===== config.mk =====
export PLATFORM = sky130hd
export DESIGN_NAME = sar_search_3bit
export DESIGN_NICKNAME = d
export VERILOG_FILES = /design/src/rtl/sar_search_3bit.sv
export SDC_FILE = /design/constraint.sdc
export NUM_CORES = 1
export LEC_CHECK = 0
export ABC_AREA = 1
export CELL_PAD_IN_SITES_DETAIL_PLACEMENT = 1
export CELL_PAD_IN_SITES_GLOBAL_PLACEMENT = 2
export CORE_ASPECT_RATIO = 0.7
export CORE_MARGIN = 5
export CORE_UTILIZATION = 25
export DETAILED_ROUTE_END_ITERATION = 16
export GPL_ROUTABILITY_DRIVEN = 1
export HOLD_SLACK_MARGIN = 0.06
export PLACE_DENSITY_LB_ADDON = 0.1
export SYNTH_ARGS = -nofsm -noshare
export SYNTH_HDL_FRONTEND = slang
export SYNTH_SLANG_ARGS = --single-unit

===== constraint.sdc =====
create_clock -name clk -period 1.6 [get_ports clk]
set_input_delay 0.16 -clock clk [delete_from_list [all_inputs] [get_ports clk]]
set_output_delay 0.16 -clock clk [all_outputs]
set_load 0.01 [all_outputs]

===== src/rtl/sar_search_3bit.sv =====
// Successive-approximation search controller.
// Drives a trial value onto an external comparator, resolves one bit per
// PROBE cycle from the comparator flags, and reports the converged value.
// Optional feature: define SAR_EQ_EARLY_EXIT_EN to finish as soon as the
// comparator reports a clean equality, instead of always running WIDTH probes.
module sar_search_3bit #(
  parameter int WIDTH = 3
) (
  input  logic             clk,
  input  logic             rst_n,
  input  logic             start,
  input  logic             A_eq_B,
  input  logic             A_lt_B,
  input  logic             A_gt_B,
  output logic [WIDTH-1:0] guess,
  output logic [WIDTH-1:0] result,
  output logic             busy,
  output logic             done,
  output logic             err
);

  localparam int                IDX_W    = (WIDTH > 1) ? $clog2(WIDTH) : 1;
  localparam logic [IDX_W-1:0]  IDX_TOP  = IDX_W'(WIDTH - 1);
  localparam logic [IDX_W-1:0]  IDX_ONE  = IDX_W'(1);
  localparam logic [WIDTH-1:0]  MSB_ONLY = WIDTH'(1) << (WIDTH - 1);

`ifdef SAR_EQ_EARLY_EXIT_EN
  localparam bit EARLY_EXIT = 1'b1;
`else
  localparam bit EARLY_EXIT = 1'b0;
`endif

  typedef enum logic [1:0] {
    IDLE  = 2'd0,
    PROBE = 2'd1,
    DONE  = 2'd2
  } state_t;

  state_t           state, state_nxt;
  logic [IDX_W-1:0] idx, idx_nxt;
  logic [WIDTH-1:0] guess_nxt, result_nxt;
  logic             err_nxt;
  logic [2:0]       flags;
  logic             flags_onehot;

  // A flag set is trusted only when exactly one comparator output is high.
  assign flags        = {A_lt_B, A_eq_B, A_gt_B};
  assign flags_onehot = (flags == 3'b100) || (flags == 3'b010) || (flags == 3'b001);

  // Status outputs are pure decodes of the registered state.
  assign busy = (state == PROBE);
  assign done = (state == DONE);

  // Next-state and datapath updates for the search sequence.
  always_comb begin
    // NOTE: every signal written here gets a hold default first, so no path
    // through the case statement can leave a value unassigned and infer a latch.
    state_nxt  = state;
    idx_nxt    = idx;
    guess_nxt  = guess;
    result_nxt = result;
    err_nxt    = err;

    case (state)
      IDLE: begin
        if (start) begin
          state_nxt = PROBE;
          guess_nxt = MSB_ONLY;
          idx_nxt   = IDX_TOP;
          err_nxt   = 1'b0;
        end
      end

      PROBE: begin
        if (!flags_onehot) begin
          err_nxt = 1'b1;
        end

        if (EARLY_EXIT && flags_onehot && A_eq_B) begin
          result_nxt = guess;
          state_nxt  = DONE;
        end else begin
          // Target below the trial value: this bit overshoots, drop it.
          // Anything else, including a corrupt flag set, keeps the bit.
          if (flags_onehot && A_lt_B) begin
            guess_nxt[idx] = 1'b0;
          end
          if (idx != '0) begin
            guess_nxt[idx - IDX_ONE] = 1'b1;
            idx_nxt                  = idx - IDX_ONE;
          end else begin
            result_nxt = guess_nxt;
            state_nxt  = DONE;
          end
        end
      end

      DONE: begin
        state_nxt = IDLE;
      end

      default: begin
        state_nxt = IDLE;
      end
    endcase
  end

  // State register with synchronous active-low reset.
  always_ff @(posedge clk) begin
    // NOTE: sequential state uses non-blocking assignments so every register
    // samples pre-edge values regardless of statement order.
    if (!rst_n) begin
      state  <= IDLE;
      idx    <= IDX_TOP;
      guess  <= '0;
      result <= '0;
      err    <= 1'b0;
    end else begin
      state  <= state_nxt;
      idx    <= idx_nxt;
      guess  <= guess_nxt;
      result <= result_nxt;
      err    <= err_nxt;
    end
  end

endmodule


=== Word level (Yosys, flattened, before mapping) ===
Cells that the tools add are included.

* Register bits after elaboration: 11
* Bits in latches: 0
* RAM bits: 0
* Bits in read-only memories: 0
* Word-level logic and storage cells: 54
* Memories kept: 0

* $add $sub $neg: 1
* Multiply operators: 0
* Divide/modulo/power cells: 0
* Order comparisons: 4
* Equality and inequality tests: 9
* Shift-type cells: 0
* Multiplexer cells: 18
* Bitwise logic cells: 4
* Reductions and logical operators: 13

{| class="wikitable"
|+ Operators with widths
! operator !! count
|-
| $mux 3 || 4
|-
| $mux 2 || 4
|-
| $pmux 2 s2 || 2
|-
| $lt 2x3->1 const B || 2
|-
| $ne 2x2->1 const B || 3
|-
| $pmux 3 s2 || 1
|-
| $reduce_and 2->1 || 3
|-
| $reduce_and 3->1 || 2
|-
| $demux 1 s2 || 2
|-
| $ge 2x1->1 const B || 2
|-
| $mux 1 || 4
|-
| $reduce_bool 2->1 || 2
|-
| $and 3x3->3 || 1
|-
| $eq 3x1->1 const B || 1
|-
| $eq 3x2->1 const B || 1
|-
| $eq 3x3->1 const B || 1
|-
| $logic_and 1x1->1 || 3
|-
| $not 3->3 || 1
|-
| $or 3x3->3 || 1
|-
| $eq 2x1->1 const B || 1
|-
| $eq 2x2->1 const B || 1
|-
| $logic_not 2->1 || 1
|-
| $logic_or 1x1->1 || 2
|-
| $ne 2x1->1 const B || 1
|-
| 3 further kinds || 3
|}

=== Longest topological paths before layout ===
* Depth after elaboration: 11
* Depth in mapped cells: 8
* Mapped depth without buffers: 8

=== Worst setup path before layout ===
No wires, ideal clock.

* Path type: reg2reg
* Start point: register idx[0]
* End point: register guess[0]
* Data arrival time: 1.140 ns
* Path slack: 0.339 ns
* Cell stages (with the launch flop): 9
* Path buffers: 0
* Period minus slack after synthesis: 1.261 ns
* Cells stage by stage: dfxtp_1 > inv_1 > ha_1 > inv_2 > nand2_1 > nand3_1 > nand2_1 > nand2_1 > a21oi_1

* Word-level cells in the longest chain between the ends: 11
* Elaborated cells on any way between the ends: 19

{| class="wikitable"
|+ RTL lines
! what !! RTL line !! source
|-
| start, declared || 40 || <nowiki>logic [IDX_W-1:0] idx, idx_nxt;</nowiki>
|-
| start signal, assigned || 120 || <nowiki>idx <= idx_nxt;</nowiki>
|-
| $lt 2x3->1 (implied by the code) / $ge 2x1->1 (equally long branches) || 86 || <nowiki>guess_nxt[idx] = 1'b0;</nowiki>
|-
| $logic_and 1x1->1 (implied by the code) || 86 ||
|-
| $mux 1 (implied by the code) || 86 ||
|-
| $demux 1 s2 || 86 ||
|-
| $not 3->3 (no line) || - ||
|-
| $and 3x3->3 (no line) || - ||
|-
| $mux 3 || 85 || <nowiki>if (flags_onehot && A_lt_B) begin</nowiki>
|-
| $mux 3 || 64 || <nowiki>case (state)</nowiki>
|-
| $or 3x3->3 (no line) || - ||
|-
| $mux 3 (*) || 88 || <nowiki>if (idx != '0) begin</nowiki>
|-
| $pmux 3 s2 (*) || 64 ||
|-
| end signal, assigned || 121 || <nowiki>guess <= guess_nxt;</nowiki>
|-
| end, declared || 15 || <nowiki>output logic [WIDTH-1:0] guess,</nowiki>
|}

Mark *: on every way between the ends. The rest lies on a longest branch, timed or not. The select of a mux whose other input is x is not followed.
A chain may end at the register's enable or synchronous reset.

=== Worst setup path after layout ===
Ends and elaborated chain as after synthesis.

==> metrics.md <==
| Metric | Value |
|---|---|
| Slew headroom | 0.838 |
| Die ar. | 0.00350 mm2 |
| H-tree depth | 1 |
| Non-Filler Instances | 129 |
| Largest net degree at the start of global routing | 8 |
| Critical Path AT | 1.61 ns |
| Total grt overflow | 0 |
| # DRC | 0 |
| Final Slew Violations | 0 |
| Nets | 108 |
| Vias in the first global route | 574 |
| CTS max path bufs | 2 |
| TritonRoute pass-1 iters | 3 |
| FFs w/ async S/R, synth | 0 |
| First-pass GRT wire length | 2760 um |
| CP max FO | 7 |
| Core box area | 0.00222 mm2 |
| Seq/Total Area, Yosys | 0.367 |
| Antenna Nets Post-Route | 0 |
| Yosys warning count | 0 |
| Worst vdd ir | 0.405 mV |
| Syn nets | 89 |
| Initial antenna violation count | 0 |
| Vias per inst | 4.22 |
| I/O Pins | 15 |
| CP required | 1.76 ns |
| Area contributors post-synth | dfxtp_1, nand2_1, ha_1 |
| Post-synthesis cell area | 601 um2 |
| Crit path kind | reg -> reg |
| Reg clk slew, reported paths | 0.07 ns |
| Max cap viols | 0 |
| Die W | 68.6 um |
| Synth cell count leaders | nand2_1, dfxtp_1, a21oi_1, inv_1 |
| Final setup fails | 0 |
| Post-layout power | 0.000688 W |
| N_diodes | 0 |
| Worst Setup Start Kind | flip-flop |
| Worst hold-check path type | reg -> reg |
| Synth Flop Type | dfxtp_1 |
| Hpwl dp | 1270 um |
| Post-Synthesis Cells | 79 |
| Post-synth EDFFs | 0 |
| Fill cell count | 288 |
| Final hold slack | 0.478 ns |
| Setup total negative slack | 0 ns |
| Sink Count | 11 |
| Layout area overhead | 34.8% |
| CTS buffer count | 3 |
| Number of port buffers | 14 |
| FP Rows | 14 |
| Routed WL | 1540 um |
| Count leader, synth | nand2_1 |
| Total GRT Usage | 0.107 |
| Crit. End Element | flip-flop |
| DIE HEIGHT | 51.0 um |
| CTS tree | built |
| Clock Latency Late Sink | 0.27 ns |
| Status | finished clean |
| Util after Layout | 0.364 |
| Gpl congestion | 0.748 |
| Starting Density | 0.270 |
| Drt wl/cell | 11.9 um |
| Leading area contributor after synthesis | dfxtp_1 |
| Final Hold Fails | 0 |
| #FFs+latches synth | 11 |
| Placed Cells | 125 |
| F_max | 0.689 GHz |
| Final period util | 0.907 |
| Root buf cell | clkbuf_4 |
| Via count | 545 |
| Iteration-0 DRC Markers | 8 |
| Clock Skew | 0.000386 ns |
| RSZ-0062 raised after global routing | false |
| Synth top area share | 0.367 |
| Share of layout cells above drive strength 1 | 0.165 |
| Leakage | 0.370 nW |
| Cell Pwr Density | 850 mW/mm2 |
| Min Tclk post-route | 1.45 ns |
| Count of cell types in the netlist | 18 |
| Synthesized area per cell | 7.60 um2 |
| Worst-Margin Slew | 0.242 ns |
[sequential cells by signal, summed over array words and instances (netlist names)]
register  flops
guess         3
result        3
idx           2
state         2
err           1
[cells in the final DEF (no fill, tap or decap), drive strengths merged]
| master | Yosys | layout |
|---|---|---|
| clkdlybuf4s50 | 0 | 12 |
| a31oi | 1 | 1 |
| nand2 | 20 | 20 |
| clkbuf | 0 | 4 |
| ha | 4 | 4 |
| nor2 | 8 | 8 |
| inv | 12 | 12 |
| nor3 | 3 | 3 |
| dlymetal6s2s | 0 | 1 |
| dfxtp | 11 | 11 |
| nand3 | 5 | 5 |
| o21ai | 6 | 6 |
| a21oi | 9 | 9 |
| dlygate4sd2 | 0 | 1 |
[worst paths after layout]
kind                              from        to  slack [ns]  cells past startpoint
worst max-delay path            idx[0]  guess[0]        0.15                      8
worst min-delay path               err       err        0.48                      2
worst max register to register  idx[0]  guess[0]        0.15                      8
worst min register to register     err       err        0.48                      2
[metal layers]
layer  GRT usage  vias to the layer above  routed length [um]
li1            -                      292                   -
met1       0.154                      239                 837
met2       0.144                       12                 597
met3      0.0526                        2                  87
met4      0.0198                        0                  17
met5           0                        -                   0
[worst max-delay path, stage by stage (launching register included)]
cell and delay [ns]:
dfxtp_1 0.46, inv_1 0.12, ha_1 0.28, inv_2 0.16, nand2_1 0.07, nand3_1 0.08, nand2_1 0.06, nand2_1 0.06
a21oi_1 0.05
[per-stage QoR]
step / worst slack, ns / instance area [um2]
finish: 0.150 / 810
global route: 0.00440 / 810
CTS: 0.0480 / 807
detailed placement: 0.151 / 781
global placement: 0.119 / 781
floorplan: 0.339 / 601
[kinds of logic after synthesis]
kind of cell,share of synthesized area
adders and majority gates,0.0833
AOI/OAI and AO/OA,0.142
and+or+nand+nor,0.321
buffers and inverters,0.0875
DFF,0.367
[what timing repair did]
item	CTS	global route
hold buffers	0	0
setup buffers	0	0
setup endpoints to repair	2	1
gates resized for setup	2	1
[final cells by class]
| cell class | instances | area, um2 | area share |
|---|---|---|---|
| multi-input combinational | 56 | 328 | 0.405 |
| clock buffer | 4 | 26.3 | 0.0325 |
| tap | 32 | 40.0 | 0.0495 |
| timing repair buffer | 14 | 141 | 0.175 |
| inverter | 12 | 52.6 | 0.0649 |
| sequential | 11 | 221 | 0.274 |
[power breakdown]
group          internal (W)  switching, W
combinational     0.0000750      0.000104
clock             0.0000966     0.0000994
sequential         0.000294     0.0000194
total              0.000466      0.000222
No activity file was read; power rests on OpenSTA's default activity.
